==> src/rtl/gba_io_fpga_pkg.sv <==
// Shared definitions for the GBA cartridge bus master: command opcodes,
// controller state encoding and interval timer width.
package gba_io_fpga;

  localparam int TMR_W = 8;

  typedef enum logic [1:0] {
    OP_ROM_READ   = 2'b00,
    OP_SRAM_READ  = 2'b01,
    OP_SRAM_WRITE = 2'b10,
    OP_RSVD       = 2'b11
  } gba_op_e;

  typedef enum logic [3:0] {
    ST_IDLE,
    ST_ROM_ADDR,
    ST_ROM_LATCH,
    ST_ROM_RD_LO,
    ST_ROM_RD_HI,
    ST_ROM_END,
    ST_SRAM_SETUP,
    ST_SRAM_STROBE,
    ST_SRAM_HOLD
  } gba_state_e;

endpackage

==> src/rtl/gba_cyc_timer.sv <==
// Load / count-down interval timer. A state that loads N-1 on entry
// sees o_done in its N-th cycle.
module gba_cyc_timer
  import gba_io_fpga::*;
#(
  parameter int W = TMR_W
) (
  input  logic         clk,
  input  logic         rst,
  input  logic         i_load,
  input  logic [W-1:0] i_value,
  output logic         o_done
);

  logic [W-1:0] r_cnt;

  // NOTE: sequential state is only ever written with <=, so every register
  // samples its inputs as they were before the edge.
  always_ff @(posedge clk or negedge rst) begin
    if (!rst)                r_cnt <= '0;
    else if (i_load)         r_cnt <= i_value;
    else if (r_cnt != '0)    r_cnt <= r_cnt - W'(1);
  end

  assign o_done = (r_cnt == '0);

endmodule

==> src/rtl/gba_bus_master.sv <==
// GBA cartridge bus master: ROM burst reads over the multiplexed AD bus and
// single-byte SRAM reads/writes, with a valid/ready command and response stream.
module gba_bus_master
  import gba_io_fpga::*;
#(
  parameter int SETUP_CYC  = 2,
  parameter int STROBE_CYC = 4
) (
  input  logic        clk,
  input  logic        rst,
  input  logic        cmd_valid,
  output logic        cmd_ready,
  input  logic [1:0]  cmd_op,
  input  logic [23:0] cmd_addr,
  input  logic [7:0]  cmd_len,
  input  logic [7:0]  cmd_wdata,
  output logic        rsp_valid,
  input  logic        rsp_ready,
  output logic [15:0] rsp_data,
  output logic        rsp_last,
  output logic        busy,
  output logic        gba_rd,
  output logic        gba_wr,
  output logic        gba_cs1,
  output logic        gba_cs2,
  output logic [15:0] gba_adl_o,
  input  logic [15:0] gba_adl_i,
  output logic        gba_adl_oe,
  output logic [7:0]  gba_adh_o,
  input  logic [7:0]  gba_adh_i,
  output logic        gba_adh_oe
);

  localparam logic [TMR_W-1:0] SETUP_LD  = TMR_W'(SETUP_CYC - 1);
  localparam logic [TMR_W-1:0] STROBE_LD = TMR_W'(STROBE_CYC - 1);

  gba_state_e         r_state;
  logic [23:0]        r_addr;
  logic [7:0]         r_left;
  logic               r_is_wr;
  logic               r_relatch;
  logic               r_cmd_ready;
  logic               r_busy;
  logic               r_rsp_valid;
  logic [15:0]        r_rsp_data;
  logic               r_rsp_last;
  logic               r_rd;
  logic               r_wr;
  logic               r_cs1;
  logic               r_cs2;
  logic [15:0]        r_adl_o;
  logic               r_adl_oe;
  logic [7:0]         r_adh_o;
  logic               r_adh_oe;

  gba_op_e            w_op;
  logic               w_cmd_fire;
  logic               w_more;
  logic               w_wrap;
  logic               w_done;
  logic               w_tmr_load;
  logic [TMR_W-1:0]   w_tmr_val;

  assign w_op       = gba_op_e'(cmd_op);
  assign w_cmd_fire = cmd_valid && r_cmd_ready;
  assign w_more     = (r_left != 8'd0);
  // The cartridge's internal address counter is only 16 bits wide.
  assign w_wrap     = &r_addr[15:0];

  // Timer is reloaded on the same edge that enters a timed state.
  // NOTE: every signal assigned in always_comb gets a default first, so no
  // path through the block can leave it unassigned and infer a latch.
  always_comb begin
    w_tmr_load = 1'b0;
    w_tmr_val  = SETUP_LD;
    case (r_state)
      ST_IDLE:       w_tmr_load = w_cmd_fire && (w_op != OP_RSVD);
      ST_ROM_ADDR:   w_tmr_load = w_done;
      ST_ROM_LATCH,
      ST_SRAM_SETUP: begin
        w_tmr_load = w_done;
        w_tmr_val  = STROBE_LD;
      end
      ST_ROM_RD_HI: begin
        w_tmr_load = rsp_ready && w_more && !w_wrap;
        w_tmr_val  = STROBE_LD;
      end
      ST_ROM_END:    w_tmr_load = r_relatch;
      default:       ;
    endcase
  end

  gba_cyc_timer #(.W(TMR_W)) u_timer (
    .clk     (clk),
    .rst     (rst),
    .i_load  (w_tmr_load),
    .i_value (w_tmr_val),
    .o_done  (w_done)
  );

  always_ff @(posedge clk or negedge rst) begin
    if (!rst) begin
      r_state     <= ST_IDLE;
      r_addr      <= '0;
      r_left      <= '0;
      r_is_wr     <= 1'b0;
      r_relatch   <= 1'b0;
      r_cmd_ready <= 1'b0;
      r_busy      <= 1'b0;
      r_rsp_valid <= 1'b0;
      r_rsp_data  <= '0;
      r_rsp_last  <= 1'b0;
      r_rd        <= 1'b1;
      r_wr        <= 1'b1;
      r_cs1       <= 1'b1;
      r_cs2       <= 1'b1;
      r_adl_o     <= '0;
      r_adl_oe    <= 1'b0;
      r_adh_o     <= '0;
      r_adh_oe    <= 1'b0;
    end else begin
      case (r_state)
        ST_IDLE: begin
          r_cmd_ready <= 1'b1;
          if (w_cmd_fire) begin
            r_addr    <= cmd_addr;
            r_left    <= cmd_len;
            r_is_wr   <= (w_op == OP_SRAM_WRITE);
            r_relatch <= 1'b0;
            r_adl_o   <= cmd_addr[15:0];
            case (w_op)
              OP_ROM_READ: begin
                r_state     <= ST_ROM_ADDR;
                r_busy      <= 1'b1;
                r_cmd_ready <= 1'b0;
                r_adh_o     <= cmd_addr[23:16];
                r_adl_oe    <= 1'b1;
                r_adh_oe    <= 1'b1;
              end
              OP_SRAM_READ, OP_SRAM_WRITE: begin
                r_state     <= ST_SRAM_SETUP;
                r_busy      <= 1'b1;
                r_cmd_ready <= 1'b0;
                r_cs2       <= 1'b0;
                r_adl_oe    <= 1'b1;
                r_adh_oe    <= (w_op == OP_SRAM_WRITE);
                if (w_op == OP_SRAM_WRITE) r_adh_o <= cmd_wdata;
              end
              default: ;  // reserved op: consumed, nothing driven
            endcase
          end
        end
        ST_ROM_ADDR: if (w_done) begin
          r_state <= ST_ROM_LATCH;
          r_cs1   <= 1'b0;
        end
        ST_ROM_LATCH: if (w_done) begin
          r_state  <= ST_ROM_RD_LO;
          r_adl_oe <= 1'b0;
          r_rd     <= 1'b0;
        end
        ST_ROM_RD_LO: if (w_done) begin
          r_state     <= ST_ROM_RD_HI;
          r_rd        <= 1'b1;
          r_rsp_valid <= 1'b1;
          r_rsp_data  <= gba_adl_i;
          r_rsp_last  <= !w_more;
        end
        ST_ROM_RD_HI: if (rsp_ready) begin
          r_rsp_valid <= 1'b0;
          r_rsp_last  <= 1'b0;
          r_addr      <= r_addr + 24'd1;
          if (w_more) r_left <= r_left - 8'd1;
          if (!w_more || w_wrap) begin
            r_state   <= ST_ROM_END;
            r_relatch <= w_more;
            r_cs1     <= 1'b1;
            r_adh_oe  <= 1'b0;
          end else begin
            r_state <= ST_ROM_RD_LO;
            r_rd    <= 1'b0;
          end
        end
        ST_ROM_END: begin
          r_relatch <= 1'b0;
          if (r_relatch) begin
            r_state  <= ST_ROM_ADDR;
            r_adl_o  <= r_addr[15:0];
            r_adh_o  <= r_addr[23:16];
            r_adl_oe <= 1'b1;
            r_adh_oe <= 1'b1;
          end else begin
            r_state     <= ST_IDLE;
            r_busy      <= 1'b0;
            r_cmd_ready <= 1'b1;
          end
        end
        ST_SRAM_SETUP: if (w_done) begin
          r_state <= ST_SRAM_STROBE;
          // The AD low bus is never driven while RD is low.
          if (r_is_wr) r_wr <= 1'b0;
          else begin
            r_rd     <= 1'b0;
            r_adl_oe <= 1'b0;
          end
        end
        ST_SRAM_STROBE: if (w_done) begin
          r_state  <= ST_SRAM_HOLD;
          r_rd     <= 1'b1;
          r_wr     <= 1'b1;
          r_adl_oe <= 1'b1;
          if (!r_is_wr) begin
            r_rsp_valid <= 1'b1;
            r_rsp_data  <= {8'h00, gba_adh_i};
            r_rsp_last  <= 1'b1;
          end
        end
        ST_SRAM_HOLD: if (r_is_wr || rsp_ready) begin
          r_state     <= ST_IDLE;
          r_cs2       <= 1'b1;
          r_adl_oe    <= 1'b0;
          r_adh_oe    <= 1'b0;
          r_rsp_valid <= 1'b0;
          r_rsp_last  <= 1'b0;
          r_busy      <= 1'b0;
          r_cmd_ready <= 1'b1;
        end
        default: r_state <= ST_IDLE;
      endcase
    end
  end

  assign cmd_ready  = r_cmd_ready;
  assign busy       = r_busy;
  assign rsp_valid  = r_rsp_valid;
  assign rsp_data   = r_rsp_data;
  assign rsp_last   = r_rsp_last;
  assign gba_rd     = r_rd;
  assign gba_wr     = r_wr;
  assign gba_cs1    = r_cs1;
  assign gba_cs2    = r_cs2;
  assign gba_adl_o  = r_adl_o;
  assign gba_adl_oe = r_adl_oe;
  assign gba_adh_o  = r_adh_o;
  assign gba_adh_oe = r_adh_oe;

endmodule

==> config.mk <==
export PLATFORM = sky130hd
export DESIGN_NAME = gba_bus_master
export DESIGN_NICKNAME = d
export VERILOG_FILES = /design/src/rtl/gba_io_fpga_pkg.sv /design/src/rtl/gba_cyc_timer.sv /design/src/rtl/gba_bus_master.sv
export SDC_FILE = /design/constraint.sdc
export NUM_CORES = 1
export LEC_CHECK = 0
export ABC_AREA = 1
export BUFFER_PORTS_ARGS = -buffer_cell sky130_fd_sc_hd__buf_2
export CAP_MARGIN = 5
export CORE_ASPECT_RATIO = 0.6
export CORE_MARGIN = 2
export CORE_UTILIZATION = 50
export DETAILED_ROUTE_END_ITERATION = 8
export PLACE_DENSITY = 0.82
export RECOVER_POWER = 50
export SYNTH_ARGS = -nofsm -noshare
export SYNTH_HDL_FRONTEND = slang
export SYNTH_SLANG_ARGS = --single-unit
==> constraint.sdc <==
create_clock -name clk -period 5.3 [get_ports clk]
set_clock_uncertainty 0.2 [all_clocks]
set_input_delay 0 -clock clk [delete_from_list [all_inputs] [get_ports clk]]
set_output_delay 0 -clock clk [all_outputs]
set_load 0.005 [all_outputs]
==> impl_metrics.env, run 1 <==
export IMPL_clk_latency_ns=0.34
export IMPL_netlist_instances=812
export IMPL_vias_per_cell=5.41
export IMPL_startpoint_type="flop"
export IMPL_overflow=0
export IMPL_vias=6179
export IMPL_ios=120
export IMPL_final_period_utilization_pct=56.8
export IMPL_grt_pass1_vias=5688
export IMPL_wirelength_microns=17200
export IMPL_drive_gt1_share_pct=14.0
export IMPL_die_w_microns=142
export IMPL_final_cells=1143
export IMPL_yosysUniqueCellTypes=32
export IMPL_netlist_area_sq_mm=0.00574
export IMPL_ctsResizeCount=0
export IMPL_power_per_cell_area_mw_per_mm2=531
export IMPL_tritoncts="built"
export IMPL_n_antenna_cell=0
export IMPL_max_cap_viol_count=1
export IMPL_final_area_sq_mm=0.00744
export IMPL_cts_buffers=9
export IMPL_yosysWarnings=0
export IMPL_critPathRequiredTime_ns=5.33
export IMPL_grt_pass1_wl_microns=28000
export IMPL_setup_worst_path_end="gba_adh_o[4]$_DFFE_PN0P_"
export IMPL_post_cts_setup_buffers=0
export IMPL_h_tree_depth=3
export IMPL_hp_class="in -> reg"
export IMPL_drc_errors=0
export IMPL_worst_setup_hold_path_clk_slew_ns=0.07
export IMPL_violations="capacitance limit, slew limit"
export IMPL_finalCriticalPeriod_ns=3.01
export IMPL_dpl_hpwl_microns=11600
export IMPL_synth_avg_cell_area_sq_um=7.07
export IMPL_fp_dieH_microns=87.0
export IMPL_pwr_share_comb_pct=46.4
export IMPL_synth_net_count=891
export IMPL_timing_rr_start="r_state[2]$_DFFE_PN0P_"
export IMPL_critPathKind="reg -> reg"
export IMPL_crit_cells=8
export IMPL_crit_family="simple AND/OR/NAND/NOR gates"
export IMPL_power_share_clock_pct=18.2
export IMPL_switching_power_w=0.00175
export IMPL_report_final_slew_viol_count=37
export IMPL_antenna_left=0
export IMPL_use_met3_pct=7.20
export IMPL_met2_usage_pct=39.6
export IMPL_ys_ff_latch=96
export IMPL_setup_viol=0
export IMPL_p_leak_nw=3.58
export IMPL_r2r_slack_ns=2.29
export IMPL_synth_ff_type="dfrtp_1"
export IMPL_grt_max_degree=61
export IMPL_synth_edf_count=0
export IMPL_peakVddDrop_v=0.000257
export IMPL_slowest_stage="clkinv_1"
export IMPL_cp_end_kind="flop"
export IMPL_rows=30
export IMPL_clock_sinks=96
export IMPL_gr_max_usage_layer="met1"
export IMPL_worst_path_largest_cell_delay_ns=0.67
export IMPL_tns_ns=0
export IMPL_io_buffers=119
export IMPL_netSwitchingFraction_pct=44.3
export IMPL_timing_hold_violations_final=0
export IMPL_dpl_cell_count=1053
export IMPL_layout_nets=1073
export IMPL_cts_root_buf="clkbuf_16"
export IMPL_antenna_found_initial=0
export IMPL_r2r_cells=8
export IMPL_critPathBufInv=2
export IMPL_critPathMaxFanout=37
export IMPL_r2r_end="gba_adh_o[4]$_DFFE_PN0P_"
export IMPL_worstMarginPinSlew_ns=1.98
export IMPL_core_area_sq_mm=0.0113
export IMPL_placed_area_sq_mm=0.00641
export IMPL_slew_headroom_pct=-32.3
export IMPL_nFillCells=951
export IMPL_area_growth_pct=29.6
export IMPL_start_util_pct=51.0
export IMPL_status="complete, but fails checks"
export IMPL_grtUsageTotal_pct=28.7
export IMPL_internal_power_w=0.00220
export IMPL_crit_path_start="r_state[2]$_DFFE_PN0P_"
export IMPL_dieArea_sq_mm=0.0124
export IMPL_clk_path_buf_depth=2
export IMPL_p_seq_share_pct=35.4
export IMPL_cp_data_arrival_time_ns=3.04
export IMPL_yosysSeqAreaShare_pct=42.0
export IMPL_wl_per_cell_microns=15.0
export IMPL_ys_async_sr_fraction_pct=100
export IMPL_fmax_mhz=332
export IMPL_place_gp_congestion=0.946
export IMPL_path_cells="inv_1, nor2_2, nand2_2, clkinv_1, nor2_2, nor2_4, nand2_1, nand2_1"
export IMPL_dr_pass1_iters=5
export IMPL_drt_initial_drc_count=617
export IMPL_use_met1_pct=44.8
export IMPL_grt_setup_unrepaired="no"
[logic make-up (layout without fill, tap and decap cells)]
group / Yosys count / in the layout / share of synthesized area [%]
muxes: 9 / 9 / 1.59
xor gates and xnor gates: 9 / 9 / 1.37
buffers and inverters: 90 / 277 / 6.54
adders and majority gates: 9 / 9 / 1.96
AOI/OAI and AO/OA: 126 / 126 / 12.6
and+or+nand+nor: 473 / 473 / 33.9
DFF: 96 / 96 / 42.0
[power groups by stage]
stage	clock, W	sequential [W]	combinational (W)
2_1_floorplan	0	0.00135	0.00124
3_3_place_gp	0	0.00139	0.00171
3_5_place_dp	0	0.00139	0.00175
4_1_cts	0.000726	0.00138	0.00181
5_1_grt	0.000760	0.00144	0.00209
6_report	0.000718	0.00140	0.00183
[registers in the layout (all words and copies together), names as in the netlist, 4 cells and up]
| name | cells |
|---|---|
| gba_adl_o | 16 |
| rsp_data | 16 |
| r_addr | 24 |
| r_left | 8 |
| r_state | 4 |
| u_timer.r_cnt | 8 |
| gba_adh_o | 8 |
[layer usage]
metal / vias up / part of all wire [%]
li1: 3017 / -
met1: 2825 / 49
met2: 309 / 39
met3: 28 / 9.8
met4: 0 / 1.4
met5: - / 0
[worst register-to-register path, stage by stage, from the launching register on]
cell,delay (ns)
dfrtp_1,0.45
inv_1,0.16
nor2_2,0.08
nand2_2,0.55
clkinv_1,0.68
nor2_2,0.53
nor2_4,0.10
nand2_1,0.09
nand2_1,0.06
[synth_stat cells (9+ instances only)]
master    count  area share [%]
nand3_1      48             4.2
nand4_1      12             1.3
clkbuf_1      9            0.59
a31oi_1      20             2.2
nor2_1      111             7.3
dfrtp_1      92              40
o21ai_0      57             5.0
inv_1        60             3.9
ha_1          9             2.0
nand2_1     272              18
buf_2         9            0.78
a21oi_1      23             2.0
o211ai_1     10             1.3
[how the worst min path moves through the flow]
stage / cells past startpoint / end / from / slack [ns]
2_1_floorplan: 0 / busy$_DFFE_PN0P_ / rst / -0.50
3_3_place_gp: 1 / rsp_data[6]$_DFFE_PN0P_ / rst / -0.21
3_5_place_dp: 1 / rsp_data[5]$_DFFE_PN0P_ / rst / -0.20
4_1_cts: 3 / rsp_data[13]$_DFFE_PN0P_ / gba_adl_i[13] / 0.23
5_1_grt: 3 / rsp_data[13]$_DFFE_PN0P_ / gba_adl_i[13] / 0.25
6_report: 3 / rsp_data[13]$_DFFE_PN0P_ / gba_adl_i[13] / 0.25
[cell type report]
cell class / instances / area, sq um / share of cell area, %
tap: 144 / 180 / 2.42
inverter: 65 / 244 / 3.28
multi-input combinational: 626 / 2960 / 39.8
clock buffer: 12 / 246 / 3.31
clock inverter: 4 / 76.3 / 1.03
timing repair buffer: 196 / 1320 / 17.8
sequential: 96 / 2410 / 32.4
[what timing repair did]
item                                    4_1_cts  5_1_grt
endpoints found under the setup margin        0        0
endpoints found under the hold margin       116        0
hold buffers                                 74        0
[cell usage in the layout, fill, tap and decap left out, types with 23 or more instances in the layout]
cell and count:
nand2_1 272, clkbuf_1 25, a21oi_1 23, o21ai_0 57, nor2_1 110, nand3_1 48
buf_2 96, inv_1 60, dfrtp_1 92, dlygate4sd3_1 73
[metrics by stage]
| stage | total power (W) | hold slack [ns] | utilization (%) | setup WS, ns |
|---|---|---|---|---|
| finish | 0.00395 | 0.250 | 66.0 | 2.29 |
| global route | 0.00429 | 0.247 | 66.0 | 2.03 |
| CTS | 0.00392 | 0.231 | 66.5 | 2.37 |
| detailed placement | 0.00314 | -0.204 | 56.9 | 2.38 |
| global placement | 0.00309 | -0.206 | 56.9 | 2.50 |
| floorplan | 0.00259 | -0.496 | - | 3.50 |
Note: power is estimated with default switching activity, not from simulation.
==> inputs of run 2 (changes only) <==
==> constraint.sdc (replaced) <==
create_clock -name clk -period 3 [get_ports clk]
set_clock_uncertainty 0.2 [all_clocks]
set_input_delay 0 -clock clk [delete_from_list [all_inputs] [get_ports clk]]
set_output_delay 0 -clock clk [all_outputs]
set_load 0.005 [all_outputs]
==> impl_metrics.env, run 2 (same netlist as run 1, synthesis figures left out) <==
export IMPL_area_growth_pct=31.8
export IMPL_violations="capacitance limit, slew limit"
export IMPL_wl_per_cell_microns=15.1
export IMPL_critPathBufInv=1
export IMPL_report_final_slew_viol_count=98
export IMPL_peakVddDrop_v=0.000420
export IMPL_startpoint_type="flop"
export IMPL_place_ws_ns=0.445
export IMPL_vias=6208
export IMPL_tns_ns=0
export IMPL_top_register="r_addr"
export IMPL_routed_top_layer="met4"
export IMPL_clk_latency_ns=0.34
export IMPL_vias_per_cell=5.38
export IMPL_path_cells="inv_1, ha_1, nand2_1, nor2_1, nand3_1, a32o_1"
export IMPL_fp_dieH_microns=87.0
export IMPL_drive_gt1_share_pct=14.8
export IMPL_grt_setup_unrepaired="no"
export IMPL_n_antenna_cell=0
export IMPL_wirelength_microns=17400
export IMPL_status="complete, but fails checks"
export IMPL_final_period_utilization_pct=86.8
export IMPL_post_cts_setup_buffers=0
export IMPL_ctsResizeCount=0
export IMPL_cts_buffers=9
export IMPL_grt_pass1_wl_microns=28600
export IMPL_drc_errors=0
export IMPL_grt_pass1_vias=5794
export IMPL_finalCriticalPeriod_ns=2.60
export IMPL_critPathKind="reg -> reg"
export IMPL_drt_initial_drc_count=590
export IMPL_dpl_hpwl_microns=12000
export IMPL_grtUsageTotal_pct=29.2
export IMPL_rows=30
export IMPL_fin_ws_ns=0.396
export IMPL_worst_path_largest_cell_delay_ns=0.69
export IMPL_clock_sinks=96
export IMPL_crit_family="simple AND/OR/NAND/NOR gates"
export IMPL_critPathRequiredTime_ns=3.03
export IMPL_wl_met3_microns=1680
export IMPL_dieArea_sq_mm=0.0124
export IMPL_power_per_cell_area_mw_per_mm2=949
export IMPL_cp_end_kind="flop"
export IMPL_worstMarginPinSlew_ns=1.63
export IMPL_start_util_pct=51.0
export IMPL_slew_headroom_pct=-8.67
export IMPL_dr_pass1_iters=5
export IMPL_layout_nets=1083
export IMPL_critPathMaxFanout=24
export IMPL_overflow=0
export IMPL_wl_met1_microns=8390
export IMPL_hp_class="in -> reg"
export IMPL_hold_buffers=76
export IMPL_cts_root_buf="clkbuf_16"
export IMPL_tritoncts="built"
export IMPL_place_gp_congestion=0.977
export IMPL_slowest_stage="nand3_1"
export IMPL_worst_setup_hold_path_clk_slew_ns=0.06
export IMPL_die_w_microns=142
export IMPL_timing_hold_violations_final=0
export IMPL_met2_length_microns=7140
export IMPL_antenna_found_initial=0
export IMPL_layout_common_cells="272 x nand2_1, 110 x nor2_1, 96 x buf_2"
export IMPL_antenna_left=0
export IMPL_cp_data_arrival_time_ns=2.63
export IMPL_max_cap_viol_count=2
export IMPL_p_leak_nw=3.66
export IMPL_io_buffers=119
export IMPL_largest_register_ffs=24
export IMPL_setup_viol=0
export IMPL_h_tree_depth=3
export IMPL_fmax_mhz=384
export IMPL_core_area_sq_mm=0.0113
export IMPL_ios=120
export IMPL_layout_commonest_cell="nand2_1"
export IMPL_clk_path_buf_depth=2
export IMPL_r2r_slack_ns=0.40
export IMPL_grt_max_degree=62
## run 2: tightest hold or removal path: cells and delay by family
family / cells / cell delay [ns]
fa+ha+maj: 1 / 0.17
simple gates: 2 / 0.14
buf+inv: 1 / 0.12
compound gates: 1 / 0.08
## run 2: metal layers
metal	vias up	GRT usage [%]
met5	-	0
met3	20	6.16
met1	2843	44.7
met2	312	42.9
met4	0	6.03
li1	3033	-
## run 2: area by class of cell
class                   instances  area [sq um]
flip-flops and latches         96          2410
multi-input cells             626          2960
well taps                     144           180
clock inverters                 5           129
inverters                      65           244
clock buffers                  11           233
fillers                       963          3700
repair buffers                206          1410
## run 2: per-stage QoR
step | hold slack (ns) | cells | utilization, % | total power [W] | cell area (sq um)
global placement | -0.203 | 1061 | 57.6 | 0.00549 | 6480
finish | 0.0103 | 1153 | 67.2 | 0.00718 | 7560
detailed placement | -0.202 | 1061 | 57.6 | 0.00561 | 6480
floorplan | -0.496 | 812 | - | 0.00457 | 5740
CTS | 0.00379 | 1153 | 67.6 | 0.00715 | 7610
global route | 0.0386 | 1153 | 67.2 | 0.00777 | 7560
## run 2: worst paths after layout
| check | from | endpoint | cells past startpoint |
|---|---|---|---|
| max in group asynchronous | rst | gba_adl_o[5]$_DFFE_PN0P_ | 4 |
| max | u_timer.r_cnt[0]$_DFFE_PN0P_ | rsp_data[10]$_DFFE_PN0P_ | 6 |
| min in group asynchronous | rst | rsp_data[7]$_DFFE_PN0P_ | 4 |
| min reg2reg | gba_cs1$_DFFE_PN1P_ | gba_cs1$_DFFE_PN1P_ | 2 |
| max reg2reg | u_timer.r_cnt[0]$_DFFE_PN0P_ | rsp_data[10]$_DFFE_PN0P_ | 6 |
| min | cmd_op[0] | gba_adh_oe$_DFFE_PN0P_ | 5 |
## run 2: power breakdown
part	switching [W]	leakage, nW	internal (W)
Sequential	0.000547	1.13	0.00193
Combinational	0.00205	2.36	0.00125
Clock	0.000500	0.174	0.000903
